<file path="src/rtl/cnt_key_ctrl.sv">
// Pushbutton front end for the BCD counter: syncs and debounces the run/clear keys,
// then turns debounced presses into level enable/clear outputs via a small FSM.
module cnt_key_ctrl #(
  parameter int DB_CNT  = 1_000_000,
  parameter int CLR_MIN = 50_000_000
) (
  input  logic       clk,
  input  logic       rst,
  input  logic       key_run_n,
  input  logic       key_clr_n,
  output logic       en,
  output logic       clr,
  output logic [1:0] state_o
);

  // state | meaning
  // IDLE  | stopped, counter holds its value
  // RUN   | counting (en high)
  // PAUSE | stopped after a run, waiting for resume
  // CLEAR | clr held high for at least CLR_MIN cycles and until the clr key is released
  typedef enum logic [1:0] {
    IDLE  = 2'd0,
    RUN   = 2'd1,
    PAUSE = 2'd2,
    CLEAR = 2'd3
  } state_t;

  localparam int DW = $clog2(DB_CNT + 1);
  localparam int HW = $clog2(CLR_MIN + 1);

  // Bit 0 carries the run key, bit 1 the clear key.
  logic [1:0]    key_raw;
  logic [1:0]    sync1;
  logic [1:0]    sync2;
  logic [1:0]    db;
  logic [1:0]    db_prev;
  logic [1:0]    press;
  logic [DW-1:0] db_cnt [2];
  logic [HW-1:0] hold;
  state_t        state;

  assign key_raw = {key_clr_n, key_run_n};

  always_ff @(posedge clk or negedge rst) begin
    if (!rst) begin
      sync1 <= 2'b11;
      sync2 <= 2'b11;
    end else begin
      sync1 <= key_raw;
      sync2 <= sync1;
    end
  end

  always_ff @(posedge clk or negedge rst) begin
    if (!rst) begin
      db <= 2'b11;
      for (int k = 0; k < 2; k++) db_cnt[k] <= '0;
    end else begin
      for (int k = 0; k < 2; k++) begin
        if (sync2[k] == db[k]) begin
          db_cnt[k] <= '0;
        end else if (db_cnt[k] == DW'(DB_CNT - 1)) begin
          db[k]     <= sync2[k];
          db_cnt[k] <= '0;
        end else begin
          db_cnt[k] <= db_cnt[k] + 1'b1;
        end
      end
    end
  end

  always_ff @(posedge clk or negedge rst) begin
    if (!rst) begin
      db_prev <= 2'b11;
      press   <= 2'b00;
    end else begin
      db_prev <= db;
      press   <= db_prev & ~db;
    end
  end

  // Clear has priority over run, so a simultaneous press always lands in CLEAR.
  always_ff @(posedge clk or negedge rst) begin
    if (!rst) begin
      state <= IDLE;
      hold  <= '0;
      en    <= 1'b0;
      clr   <= 1'b0;
    end else begin
      case (state)
        CLEAR: begin
          if (hold == HW'(CLR_MIN - 1) && db[1]) begin
            state <= IDLE;
            en    <= 1'b0;
            clr   <= 1'b0;
          end else if (hold != HW'(CLR_MIN - 1)) begin
            hold <= hold + 1'b1;
          end
        end
        default: begin
          if (press[1]) begin
            state <= CLEAR;
            hold  <= '0;
            en    <= 1'b0;
            clr   <= 1'b1;
          end else if (press[0]) begin
            if (state == RUN) begin
              state <= PAUSE;
              en    <= 1'b0;
            end else begin
              state <= RUN;
              en    <= 1'b1;
            end
          end
        end
      endcase
    end
  end

  assign state_o = state;

endmodule

</file>
<file path="config.mk">
export PLATFORM = sky130hd
export DESIGN_NAME = cnt_key_ctrl
export DESIGN_NICKNAME = d
export VERILOG_FILES = /design/src/rtl/cnt_key_ctrl.sv
export SDC_FILE = /design/constraint.sdc
export NUM_CORES = 1
export LEC_CHECK = 0
export BUFFER_PORTS_ARGS = -buffer_cell sky130_fd_sc_hd__buf_2
export CAP_MARGIN = 20
export CELL_PAD_IN_SITES_DETAIL_PLACEMENT = 0
export CELL_PAD_IN_SITES_GLOBAL_PLACEMENT = 2
export CORE_ASPECT_RATIO = 1.75
export CORE_MARGIN = 4
export CORE_UTILIZATION = 37
export CTS_CLUSTER_DIAMETER = 120
export DETAILED_ROUTE_END_ITERATION = 16
export GPL_TIMING_DRIVEN = 1
export PLACE_DENSITY_LB_ADDON = 0.1
export SLEW_MARGIN = 40
export SYNTH_ARGS = -nofsm -noshare
export SYNTH_HDL_FRONTEND = slang
export SYNTH_SLANG_ARGS = --single-unit
</file>
<file path="constraint.sdc">
create_clock -name clk -period 1.9 [get_ports clk]
set_input_delay 0.19 -clock clk [delete_from_list [all_inputs] [get_ports clk]]
set_output_delay 0.19 -clock clk [all_outputs]
set_load 0.02 [all_outputs]
</file>
==> summary.md <==
| Metric | Value |
|---|---|
| Status | `complete, no violations` |
| DR pass1 iterations | `4` |
| ANT cells | `0` |
| Post-Syn Area | `around 3900 um^2` |
| Iteration-0 DRC Markers | `98` |
| Worst hold path type | `primary input to asynchronous set/reset pin` |
| Routability cong. | `roughly 0.8` |
| Synth top area share | `between 40% and 50%` |
| Post-synth EDFFs | `0` |
| WP buf/inv | `1` |
| Avg WL per Cell | `between 15 and 20 um` |
| Vias per inst | `about 5.1` |
| DRC Markers | `0` |
| Power Internal | `approximately 2900 uW` |
| Pre-CTS WS | `0.002262 ns` |
| Fillcell total | `slightly above 1k` |
| Setup Viol. Count Final | `0` |
| Antenna Violating Nets Remaining | `0` |
| Post-synth ARST share | `between 90% and 100%` |
| Final Max Tran Viols | `0` |
| Sw frac | `around 20%` |
| Max-Cap Viols | `0` |
| FF-to-FF End | `hold[6]$_DFFE_PN0P_` |
| Max H-tree Level | `3` |
| Switching power | `roughly 720 uW` |
| Row count | `between 40 and 50` |
| Vias in the first global route | `about 3.2k` |
| DP Area | `about 4400 um^2` |
| Sequential share of the synthesized area | `about half` |
| Post-route cell area | `roughly 4800 um^2` |
| Critical R2R Launch | `hold[10]$_DFFE_PN0P_` |
| Slew headroom | `67.06%` |
| First-pass GRT wire length | `~16,000 um` |
| DP HPWL | `around 6500 um` |
| Setup ws final | `approximately 0.053 ns` |
| Clock group share of total power | `between 40% and 50%` |
| Sequential power share | `about half` |
| Via count | `2,916` |
| Clock skew | `around 0.0090 ns` |
| Post-Syn Instances | `390` |
| Max Freq | `0.5415 GHz` |
| Initial Util | `a little under two fifths` |
| Die area | `about 12,000 um^2` |
| WP data required | `about 2.1 ns` |
| Core ar. | `~10,000 um^2` |
| RSZ-0062 raised after global routing | `true` |
| Clk root buf | `clkbuf_16` |
| Clock slew at reported path FFs | `about 0.060 ns` |
| Worst path arrival time | `around 2.1 ns` |
| Combinational fraction of design power | `2.7%` |
| Unique masters post-synth | `50` |
| Multi-input gate area | `1888 um^2` |
| Crit. End Element | `flop` |
| VDD IR max | `between 0.0004 and 0.0005 V` |
| Port bufs | `7` |
| Pwr dens | `749.0 nW/um^2` |
| GRT Total Usage | `16.20%` |
| Post-synth top area cell | `dfrtp_1` |
| Period utilization | `a little over nine tenths` |
| Area Overhead vs Synth | `22.13%` |
| CTS buffer count | `9` |
| Non-Filler Instances | `approximately 570` |
| Skew-Pair Late Insertion Delay | `around 0.33 ns` |
| Crit path kind | `flop to flop` |
| Slowest cell on crit path | `dfrtp_2` |
| Die height | `between 100 and 150 um` |
| Synth Flop Type | `dfrtp_1` |
| Net count, final | `between 400 and 500` |
| YS warnings | `0` |
| FF-to-FF path depth | `6` |
| Crit path max-delay family | `simple AND/OR/NAND/NOR gates` |
| CTS tree | `yes` |
| Final core utilization | `approximately 46%` |
| Worst reg2reg setup slack | `roughly 0.053 ns` |
| Hold Fails Final Rpt | `0` |
| Die W | `between 80 and 90 um` |
| Largest net degree at the start of global routing | `36` |
| Antenna violations before repair | `0` |
| Crit path max fanout | `5` |
| Setup TNS | `0 ns` |
| Post-synthesis register bit count | `80` |
| # IOs | `8` |
| Detailed Route WL | `8811 um` |
| Crit path cell chain | `nor4b_4 > nand4_1 > nor4_4 > buf_4 > nor4_2 > mux2i_1` |
| Register area | `~2000 um^2` |
| Area contributors post-synth | `dfrtp_1 (46%), nor2_1 (6.6%), xor2_1 (6.0%), dfstp_2 (5.3%), xnor2_1 (5.3%)` |
| Sink Count | `80` |
| Crit path time final | `~1.8 ns` |
| Lkg Pwr | `between 0.002 and 0.0025 uW` |
| Syn_nets | `just under 400` |
| Slew of the pin with the lowest slew margin | `a little under 0.5 ns` |
| Worst Setup Start Kind | `flop` |
| Slowest stage delay, CP | `0.44 ns` |
| Grt ovf | `0` |
| Syn_area_per_cell | `between 10 and 15 um^2` |
| Layout cells sized above 1 | `22.75%` |
| Placed cells | `550` |
| Clk buf depth | `2` |
## cells in the mapped netlist, drive strengths merged (2+ instances only)
master,number
nor2,73
dfrtp,72
nand2,29
nand3,28
xor2,27
xnor2,24
nand4,16
nor4,14
o21ai,13
a21oi,8
dfstp,8
inv,8
and3,7
buf,7
nor3,6
and4,4
clkbuf,4
mux2i,4
or2,4
ha,3
mux2,3
nand4b,3
nor4b,3
and2,2
nand2b,2
nand3b,2
nor2b,2
o31ai,2
o41ai,2
or3,2
## routing by layer
layer	part of all wire [%]	wire, um	global-route usage, %
met4	3.4	301	8.757
met1	40	3492	17.25
met3	1.6	138	3.079
met2	55	4879	29.61
met5	0	0	0
## registers in the layout (all words and copies together), names as in the netlist
name     count
state_o      2
sync1        2
db_prev      2
sync2        2
db_cnt      40
clr          1
db           2
press        2
hold        26
en           1
## logic make-up after synthesis
family                   after synthesis  synth area share [%]
buffers and inverters                 19                 2.255
flip-flops                            80                 51.06
AND/OR/NAND/NOR                      200                 27.95
AO/OA/AOI/OAI                         30                 4.573
multiplexers                           7                 1.874
adder cells (fa/ha/maj)                3                0.9528
XOR/XNOR                              51                 11.34
## area by class of cell
type / instances / area share [%]
inverters: 8 / 0.6240
repair buffers: 49 / 8.528
multi-input cells: 291 / 39.24
flip-flops and latches: 80 / 41.86
clock inverters: 3 / 0.8320
well taps: 127 / 3.302
clock buffers: 13 / 5.616
## placed cells by master (no fill, tap or decap), types with 8 or more instances in the layout
master | synthesis | routed
dfstp_2 | 8 | 8
clkbuf_16 | 0 | 9
o21ai_0 | 12 | 11
nand2_1 | 28 | 28
nor2_1 | 69 | 69
xor2_1 | 27 | 27
nand4_1 | 16 | 16
nand3_1 | 26 | 26
buf_4 | 1 | 36
dfrtp_1 | 72 | 70
xnor2_1 | 24 | 24
inv_1 | 8 | 8
## worst max-delay path by stage
stage                                     from             endpoint  slack (ns)  cells after the start
final                     hold[10]$_DFFE_PN0P_  hold[6]$_DFFE_PN0P_        0.05                      6
after global routing      hold[10]$_DFFE_PN0P_  hold[6]$_DFFE_PN0P_       -0.02                      6
after CTS                  hold[1]$_DFFE_PN0P_  hold[6]$_DFFE_PN0P_        0.02                      7
after detailed placement   hold[1]$_DFFE_PN0P_  hold[1]$_DFFE_PN0P_       0.002                      7
after global placement    hold[10]$_DFFE_PN0P_  hold[0]$_DFFE_PN0P_        0.03                      6
after floorplan            hold[0]$_DFFE_PN0P_      clr$_DFFE_PN0P_        0.06                      6
## repair_timing
item,4_1_cts,5_1_grt
setup endpoints to repair,3,28
setup buffers,2,0
hold buffers,3,0
pin swaps,2,2
resized for setup,4,6
hold endpoints to repair,35,0
## power by group through the flow
| stage | sequential (uW) | clock [uW] | combinational, uW |
|---|---|---|---|
| floorplan | 1760 | 0 | 31.0 |
| global placement | 1760 | 0 | 96.4 |
| detailed placement | 1760 | 0 | 95.9 |
| CTS | 1730 | 1840 | 102 |
| global route | 1740 | 1910 | 113 |
| finish | 1730 | 1770 | 96.2 |
## per-stage QoR
step	total power [uW]	hold WS [ns]
after detailed placement	1861	0.1866
after floorplan	1794	-0.1056
after global placement	1860	0.1818
after global routing	3760	0.3629
after CTS	3677	0.3565
final	3604	0.3551
Note: power is estimated with default switching activity, not from simulation.
